`config.mk`:
```
export PLATFORM = sky130hd
export DESIGN_NAME = mc_control_fsm_flat
export DESIGN_NICKNAME = d
export VERILOG_FILES = /design/src/rtl/mc_ctrl_pkg.sv /design/src/rtl/mc_control_fsm_if.sv /design/src/rtl/mc_aluop_decode.sv /design/src/rtl/mc_control_fsm.sv /design/src/flat_wrapper.sv
export SDC_FILE = /design/constraint.sdc
export NUM_CORES = 1
export LEC_CHECK = 0
export ABC_AREA = 1
export CAP_MARGIN = 20
export CORE_MARGIN = 2
export CORE_UTILIZATION = 43
export DETAILED_ROUTE_END_ITERATION = 8
export HOLD_SLACK_MARGIN = 0.02
export MAX_ROUTING_LAYER = met4
export PLACE_DENSITY_LB_ADDON = 0.05
export SLEW_MARGIN = 0
export SYNTH_ARGS = -nofsm -noshare
export SYNTH_HDL_FRONTEND = slang
export SYNTH_HIERARCHICAL = 1
export SYNTH_SLANG_ARGS = --single-unit
```
`constraint.sdc`:
```
create_clock -name CLK -period 2.6 [get_ports CLK]
set_input_delay 0.52 -clock CLK [delete_from_list [all_inputs] [get_ports CLK]]
set_output_delay 0.52 -clock CLK [all_outputs]
set_load 0.1 [all_outputs]
```
`src/rtl/mc_ctrl_pkg.sv`:
```
// mc_ctrl_pkg: state encodings and control constants for the multi-cycle control unit
package mc_ctrl_pkg;
  typedef enum logic [3:0] {
    S_FETCH    = 4'd0,
    S_DECODE   = 4'd1,
    S_RTYPE    = 4'd2,
    S_RITYPE   = 4'd3,
    S_RTYPEEND = 4'd4,
    S_LW1      = 4'd5,
    S_LW2      = 4'd6,
    S_SW       = 4'd7,
    S_JALR     = 4'd8,
    S_BRANCH   = 4'd9,
    S_BRANCH2  = 4'd10,
    S_JAL      = 4'd11,
    S_TRAP     = 4'd12
  } state_t;
  localparam int ALU_ADD = 0;
  localparam int ALU_SUB = 1;
  localparam int ALU_SET = 12;
  localparam logic [31:0] ALU_NOP_ALL1 = '1;
  localparam int OP_RTYPE = 0;
  localparam int OP_RI    = 1;
  localparam int OP_RI2   = 2;
  localparam int OP_NOP   = 3;
  localparam int OP_JAL   = 4;
  localparam logic [1:0] PCS_ALU  = 2'd0;
  localparam logic [1:0] PCS_BR   = 2'd1;
  localparam logic [1:0] PCS_TRAP = 2'd2;
  localparam int FN_LW   = 9;
  localparam int FN_SW   = 10;
  localparam int FN_JALR = 11;
  localparam int FN_MAXA = 8;
endpackage

```
`src/rtl/mc_control_fsm_if.sv`:
```
// mc_control_fsm_if: IR fields, memory handshake and datapath control bundle
interface mc_control_fsm_if #(parameter int OPW = 3, FNW = 4, ALUOPW = 4, CNTW = 16);
  logic [OPW-1:0] opcode;
  logic [FNW-1:0] funct;
  logic mem_ready;
  logic MemReq, MemR, MemW, IoD, IRWrite, PCWrite;
  logic [1:0] PCSrc;
  logic RegWrite, Mem2Reg;
  logic [1:0] ALUSrcA, ALUSrcB;
  logic [ALUOPW-1:0] ALUOp;
  logic Branch;
  logic [1:0] BranchType;
  logic keepALUOut, illegal, retire;
  logic [CNTW-1:0] retired_cnt;
  logic [3:0] state;
  modport master (
    input opcode, funct, mem_ready,
    output MemReq, MemR, MemW, IoD, IRWrite, PCWrite, PCSrc, RegWrite, Mem2Reg,
    ALUSrcA, ALUSrcB, ALUOp, Branch, BranchType, keepALUOut, illegal, retire, retired_cnt, state
  );
  modport slave (
    output opcode, funct, mem_ready,
    input MemReq, MemR, MemW, IoD, IRWrite, PCWrite, PCSrc, RegWrite, Mem2Reg,
    ALUSrcA, ALUSrcB, ALUOp, Branch, BranchType, keepALUOut, illegal, retire, retired_cnt, state
  );
endinterface

```
`src/rtl/mc_aluop_decode.sv`:
```
// mc_aluop_decode: funct to ALU operation map plus out-of-range funct flag
module mc_aluop_decode
  import mc_ctrl_pkg::*;
#(parameter int FNW = 4, ALUOPW = 4) (
  input  logic [FNW-1:0]    funct,
  output logic [ALUOPW-1:0] aluop,
  output logic              bad
);
  always_comb begin
    bad = funct >= FNW'(FN_LW);
    aluop = funct <= FNW'(FN_MAXA) ? ALUOPW'(funct) :
            (funct == FNW'(FN_LW) || funct == FNW'(FN_SW)) ? ALUOPW'(ALU_ADD) :
            funct == FNW'(ALU_SET) ? ALUOPW'(ALU_SET) : ALUOPW'(ALU_NOP_ALL1);
  end
endmodule

```
`src/rtl/mc_control_fsm.sv`:
```
// mc_control_fsm: Moore control FSM with memory handshake, trap state and retire counter
module mc_control_fsm
  import mc_ctrl_pkg::*;
#(parameter int OPW = 3, FNW = 4, ALUOPW = 4, CNTW = 16, parameter bit TRAP_EN = 1) (
  input logic CLK,
  input logic Reset,
  mc_control_fsm_if.master bus
);
  state_t st;
  logic [ALUOPW-1:0] aop;
  logic bad_fn;
  mc_aluop_decode #(.FNW(FNW), .ALUOPW(ALUOPW)) u_aop (.funct(bus.funct), .aluop(aop), .bad(bad_fn));
  assign bus.state = st;
  always_comb begin
    bus.MemReq = 1'b0;
    bus.MemR = 1'b0;
    bus.MemW = 1'b0;
    bus.IoD = 1'b0;
    bus.IRWrite = 1'b0;
    bus.PCWrite = 1'b0;
    bus.PCSrc = PCS_ALU;
    bus.RegWrite = 1'b0;
    bus.Mem2Reg = 1'b0;
    bus.ALUSrcA = 2'd0;
    bus.ALUSrcB = 2'd0;
    bus.ALUOp = ALUOPW'(ALU_NOP_ALL1);
    bus.Branch = 1'b0;
    bus.BranchType = 2'd0;
    bus.keepALUOut = 1'b0;
    bus.illegal = 1'b0;
    bus.retire = 1'b0;
    case (st)
      S_FETCH: begin
        bus.MemReq = 1'b1;
        bus.MemR = 1'b1;
        bus.ALUSrcB = 2'd1;
        bus.ALUOp = ALUOPW'(ALU_ADD);
        bus.IRWrite = bus.mem_ready;
        bus.PCWrite = bus.mem_ready;
      end
      S_DECODE: begin
        bus.keepALUOut = 1'b1;
        bus.retire = bus.opcode == OPW'(OP_NOP) || (bus.opcode > OPW'(OP_JAL) && !TRAP_EN);
      end
      S_RTYPE: begin
        bus.ALUSrcA = 2'd2;
        bus.ALUOp = aop;
      end
      S_RITYPE: begin
        bus.ALUSrcA = 2'd2;
        bus.ALUSrcB = 2'd2;
        bus.ALUOp = aop;
        bus.Branch = 1'b1;
      end
      S_RTYPEEND: begin
        bus.RegWrite = 1'b1;
        bus.retire = 1'b1;
      end
      S_LW1: begin
        bus.MemReq = 1'b1;
        bus.MemR = 1'b1;
        bus.IoD = 1'b1;
      end
      S_LW2: begin
        bus.RegWrite = 1'b1;
        bus.Mem2Reg = 1'b1;
        bus.retire = 1'b1;
      end
      S_SW: begin
        bus.MemReq = 1'b1;
        bus.IoD = 1'b1;
        bus.MemW = bus.mem_ready;
        bus.retire = bus.mem_ready;
      end
      S_JALR: begin
        bus.ALUSrcA = 2'd2;
        bus.ALUSrcB = 2'd2;
        bus.ALUOp = ALUOPW'(ALU_ADD);
        bus.PCWrite = 1'b1;
        bus.RegWrite = 1'b1;
        bus.keepALUOut = 1'b1;
        bus.retire = 1'b1;
      end
      S_BRANCH: begin
        bus.ALUSrcB = 2'd2;
        bus.ALUOp = ALUOPW'(ALU_ADD);
        bus.Branch = 1'b1;
        bus.BranchType = bus.funct[1:0];
      end
      S_BRANCH2: begin
        bus.ALUSrcA = 2'd2;
        bus.ALUOp = ALUOPW'(ALU_SUB);
        bus.Branch = 1'b1;
        bus.BranchType = bus.funct[1:0];
        bus.PCSrc = PCS_BR;
        bus.PCWrite = 1'b1;
        bus.retire = 1'b1;
      end
      S_JAL: begin
        bus.ALUSrcB = 2'd2;
        bus.ALUOp = ALUOPW'(ALU_SET);
        bus.RegWrite = 1'b1;
        bus.PCWrite = 1'b1;
        bus.retire = 1'b1;
      end
      S_TRAP: begin
        bus.illegal = 1'b1;
        bus.PCSrc = PCS_TRAP;
        bus.PCWrite = 1'b1;
      end
      default: ;
    endcase
  end
  always_ff @(posedge CLK) begin
    if (Reset) begin
      st <= S_FETCH;
      bus.retired_cnt <= '0;
    end else begin
      bus.retired_cnt <= bus.retired_cnt + CNTW'(bus.retire);
      case (st)
        S_FETCH: st <= bus.mem_ready ? S_DECODE : S_FETCH;
        // funct 11xx under opcode 001 selects the branch family
        S_DECODE: st <= bus.opcode == OPW'(OP_RTYPE) ? S_RTYPE :
                        bus.opcode == OPW'(OP_RI) ? (bus.funct == FNW'(FN_JALR) ? S_JALR :
                                                     (bus.funct >> 2) == FNW'(3) ? S_BRANCH : S_RITYPE) :
                        bus.opcode == OPW'(OP_RI2) ? S_RITYPE :
                        bus.opcode == OPW'(OP_NOP) ? S_FETCH :
                        bus.opcode == OPW'(OP_JAL) ? S_JAL :
                        TRAP_EN ? S_TRAP : S_FETCH;
        S_RTYPE: st <= bad_fn && TRAP_EN ? S_TRAP : S_RTYPEEND;
        S_RITYPE: st <= bus.funct == FNW'(FN_LW) ? S_LW1 : bus.funct == FNW'(FN_SW) ? S_SW : S_RTYPEEND;
        S_LW1: st <= bus.mem_ready ? S_LW2 : S_LW1;
        S_SW: st <= bus.mem_ready ? S_FETCH : S_SW;
        S_BRANCH: st <= S_BRANCH2;
        default: st <= S_FETCH;
      endcase
    end
  end
endmodule

```
`src/flat_wrapper.sv`:
```
// flat-port wrapper written by rule: the top's interface ports become plain ports
module mc_control_fsm_flat import mc_ctrl_pkg::*;
#(parameter int OPW = 3, FNW = 4, ALUOPW = 4, CNTW = 16, parameter bit TRAP_EN = 1)
  (CLK, Reset, bus_opcode, bus_funct, bus_mem_ready, bus_MemReq, bus_MemR, bus_MemW, bus_IoD, bus_IRWrite, bus_PCWrite, bus_PCSrc, bus_RegWrite, bus_Mem2Reg, bus_ALUSrcA, bus_ALUSrcB, bus_ALUOp, bus_Branch, bus_BranchType, bus_keepALUOut, bus_illegal, bus_retire, bus_retired_cnt, bus_state);
  mc_control_fsm_if #(.OPW(OPW), .FNW(FNW), .ALUOPW(ALUOPW), .CNTW(CNTW)) bus_i ();
  input logic CLK;
  input logic Reset;
  input wire logic [$bits(bus_i.opcode)-1:0] bus_opcode;
  input wire logic [$bits(bus_i.funct)-1:0] bus_funct;
  input wire logic [$bits(bus_i.mem_ready)-1:0] bus_mem_ready;
  output wire logic [$bits(bus_i.MemReq)-1:0] bus_MemReq;
  output wire logic [$bits(bus_i.MemR)-1:0] bus_MemR;
  output wire logic [$bits(bus_i.MemW)-1:0] bus_MemW;
  output wire logic [$bits(bus_i.IoD)-1:0] bus_IoD;
  output wire logic [$bits(bus_i.IRWrite)-1:0] bus_IRWrite;
  output wire logic [$bits(bus_i.PCWrite)-1:0] bus_PCWrite;
  output wire logic [$bits(bus_i.PCSrc)-1:0] bus_PCSrc;
  output wire logic [$bits(bus_i.RegWrite)-1:0] bus_RegWrite;
  output wire logic [$bits(bus_i.Mem2Reg)-1:0] bus_Mem2Reg;
  output wire logic [$bits(bus_i.ALUSrcA)-1:0] bus_ALUSrcA;
  output wire logic [$bits(bus_i.ALUSrcB)-1:0] bus_ALUSrcB;
  output wire logic [$bits(bus_i.ALUOp)-1:0] bus_ALUOp;
  output wire logic [$bits(bus_i.Branch)-1:0] bus_Branch;
  output wire logic [$bits(bus_i.BranchType)-1:0] bus_BranchType;
  output wire logic [$bits(bus_i.keepALUOut)-1:0] bus_keepALUOut;
  output wire logic [$bits(bus_i.illegal)-1:0] bus_illegal;
  output wire logic [$bits(bus_i.retire)-1:0] bus_retire;
  output wire logic [$bits(bus_i.retired_cnt)-1:0] bus_retired_cnt;
  output wire logic [$bits(bus_i.state)-1:0] bus_state;
  assign bus_i.opcode = bus_opcode;
  assign bus_i.funct = bus_funct;
  assign bus_i.mem_ready = bus_mem_ready;
  assign bus_MemReq = bus_i.MemReq;
  assign bus_MemR = bus_i.MemR;
  assign bus_MemW = bus_i.MemW;
  assign bus_IoD = bus_i.IoD;
  assign bus_IRWrite = bus_i.IRWrite;
  assign bus_PCWrite = bus_i.PCWrite;
  assign bus_PCSrc = bus_i.PCSrc;
  assign bus_RegWrite = bus_i.RegWrite;
  assign bus_Mem2Reg = bus_i.Mem2Reg;
  assign bus_ALUSrcA = bus_i.ALUSrcA;
  assign bus_ALUSrcB = bus_i.ALUSrcB;
  assign bus_ALUOp = bus_i.ALUOp;
  assign bus_Branch = bus_i.Branch;
  assign bus_BranchType = bus_i.BranchType;
  assign bus_keepALUOut = bus_i.keepALUOut;
  assign bus_illegal = bus_i.illegal;
  assign bus_retire = bus_i.retire;
  assign bus_retired_cnt = bus_i.retired_cnt;
  assign bus_state = bus_i.state;
  mc_control_fsm #(.OPW(OPW), .FNW(FNW), .ALUOPW(ALUOPW), .CNTW(CNTW), .TRAP_EN(TRAP_EN)) u_core (.CLK(CLK), .Reset(Reset), .bus(bus_i));
endmodule
```
==> qor.csv <==
metric;value;unit
Detail Route Antenna Nets;0;
Routed WL per cell;10.37;um
worst setup path end;bus_ALUOp[0];
cts hold-fix bufs;0;
final non-filler cell total;332;
core area;0.003053;mm^2
Synth Area in XOR/XNOR;1.277;%
largest family of logic cells by synthesized area;simple AND/OR/NAND/NOR gates;
fin nets;301;
Root Driver;clkbuf_4;
row count;20;
Initial Util;44.92;%
total power;0.001104;W
Critical Path RT;2.08;ns
die height;60.47;um
Syn-to-layout area delta;54.20;%
Layout fillers;299;
Hold Path Class;reg -> reg;
Die X;60.47;um
vias in the first global route;1241;
Worst-Skew Late Latency;0.30;ns
Vias/cell;4.660;
Worst Path Max Fanout;8;
R2R Setup Slk;0.41;ns
Final Max Tran Viols;0;
Post-Synthesis Cells;232;
average size of a mapped cell;5.911;um^2
post-route minimum period;2.381;ns
Static Leakage;1.007;nW
IO Pins;54;
final hold vios;0;
largest net degree at the start of global routing;14;
Overflow after GRT;0;
overall routing resource usage;19.96;%
pre-CTS setup slack;0.06449;ns
critical path arrival;1.86;ns
Max-Cap Viols;0;
Syn Std Cell Area;0.001371;mm^2
Synth Flop Type;dfxtp_1;
post-route setup slack;0.2189;ns
Iteration-0 DRC Markers;70;
Worst setup EP type;output port;
gpl congestion;0.9165;
crit path kind;in -> out;
mux contribution to synthesized area;0;%
FF-to-FF Start;u_core/bus.state[0];
status;finished clean;
clk sinks;20;
syn_nets;244;
clk buf depth;2;
IO buf count;52;
layout cells sized above 1;30.21;%
peak supply drop;298.4;uV
Setup Fix Bufs, Post-CTS;0;
Max Freq;420.0;MHz
final WL;3443;um
DRC;0;
Yosys top cell area share;29.20;%
Post-Synth Adder-Cell Area;1.825;%
HPWL after detailed placement;2833;um
sequential share of the synthesized area;29.20;%
Cells after DPL;328;
Pre-antenna DRT Iters;4;
clk slew on worst S/H paths;0.11;ns
Worst setup SP type;primary input;
flops & latches, synth;20;
share of flip-flops with an asynchronous set or reset;0;%
Reg2Reg Depth;13;
Synth Area in Compound Gates;10.49;%
Post-synth EDFFs;0;
antenna violations before repair;0;
largest cells by area after synthesis;dfxtp_1, nand2_1, inv_1;
Post-Synth Simple-Gate Area;44.62;%
Yosys top cell by area;dfxtp_1;
Final TNS setup;0;ns
Critical Path Start;bus_funct[1];
final worst-path cycle share;91.58;%
Max H-tree Level;1;
antenna fix cells;0;
top-count cell post-synth;nand2_1;
post-CTS sizing;0;
final setup fails;0;
Post-synth top cells;nand2_1, inv_1, nor2_1;
CTS tree;yes;
total die area;0.003657;mm^2
post-layout util;69.26;%
first-pass GRT wire length;5444;um
Power Density;521.9;mW/mm^2
RSZ-0062 raised after global routing;no;
vias post-DR;1547;
CTS Buf Count;3;
Worst Skew;0.006295;ns
Distinct cells, synth;22;
synth warn;6;
RR Endpoint;u_core/bus.retired_cnt[12];
-- registers in the layout (all words and copies together) (netlist names) --
name and flops:
u_core/bus.retired_cnt 16, u_core/bus.state 4
-- how the worst min path moves through the flow --
stage	from	slack [ns]	cells past startpoint	to
floorplan	Reset	0.60	1	u_core/bus.retired_cnt[2]
global placement	u_core/bus.retired_cnt[9]	0.45	2	u_core/bus.retired_cnt[9]
detailed placement	u_core/bus.retired_cnt[9]	0.45	2	u_core/bus.retired_cnt[9]
CTS	u_core/bus.retired_cnt[9]	0.47	2	u_core/bus.retired_cnt[9]
global route	u_core/bus.retired_cnt[9]	0.50	2	u_core/bus.retired_cnt[9]
finish	u_core/bus.retired_cnt[9]	0.47	2	u_core/bus.retired_cnt[9]
-- report_power, final --
group	internal (W)	leakage [nW]	switching, W
Sequential	0.000313	0.164	0.0000113
Clock	0.0000560	0.0154	0.0000948
Combinational	0.000164	0.827	0.000464
-- per-layer routing --
metal  track usage (%)  wire [um]  part of all wire, %  vias to the layer above
met5                 -          0                    0                        -
met4             3.727         10                 0.29                        0
met3             4.691        199                  5.8                        2
met2             27.33       1432                   42                       45
met1             29.91       1801                   52                      660
li1                  -          -                    -                      840
-- cell usage in the layout (no fill, tap or decap), drive strengths merged --
master,n
nand3,20
a21oi,14
buf,45
clkinv,1
inv,42
dfxtp,20
nand4,4
ha,2
or2,1
a31oi,1
clkdlybuf4s50,9
clkbuf,3
nor3,6
o21ai,12
conb,1
nand3b,2
o21a,1
xor2,2
nand2,60
nor2,42
-- logic make-up (layout without fill, tap and decap cells) --
kind of cell    count (synthesis)  in the layout
compound gates                 28             28
xor+xnor                        2              2
fa+ha+maj                       2              2
buf+inv                        44            100
flops                          20             20
other cells                     1              1
simple gates                  135            135
-- critical path, cell delays in order --
cell and delay [ns]:
clkdlybuf4s50_1 0.62, nand2_1 0.13, nand2_2 0.09, nand2_1 0.07, nand2_1 0.06, nand2_1 0.05, nand3b_1 0.13, buf_12 0.19
-- per-stage QoR --
stage / area [um^2] / hold slack (ns)
2_1_floorplan: 1466 / 0.5991
3_3_place_gp: 2088 / 0.4536
3_5_place_dp: 2088 / 0.4514
4_1_cts: 2115 / 0.4687
5_1_grt: 2115 / 0.4986
6_report: 2115 / 0.4714
-- layout make-up --
class                           instances  area (um^2)  area share [%]
Inverter                               42        165.2           7.811
Clock inverter                          1        3.754          0.1775
Clock buffer                            3        22.52           1.065
Sequential cell                        20        415.4           19.64
Tap cell                               44        55.05           2.604
Timing Repair Buffer                   54        578.1           27.34
Multi-Input combinational cell        168        874.6           41.36
Note: power is estimated with default switching activity, not from simulation.
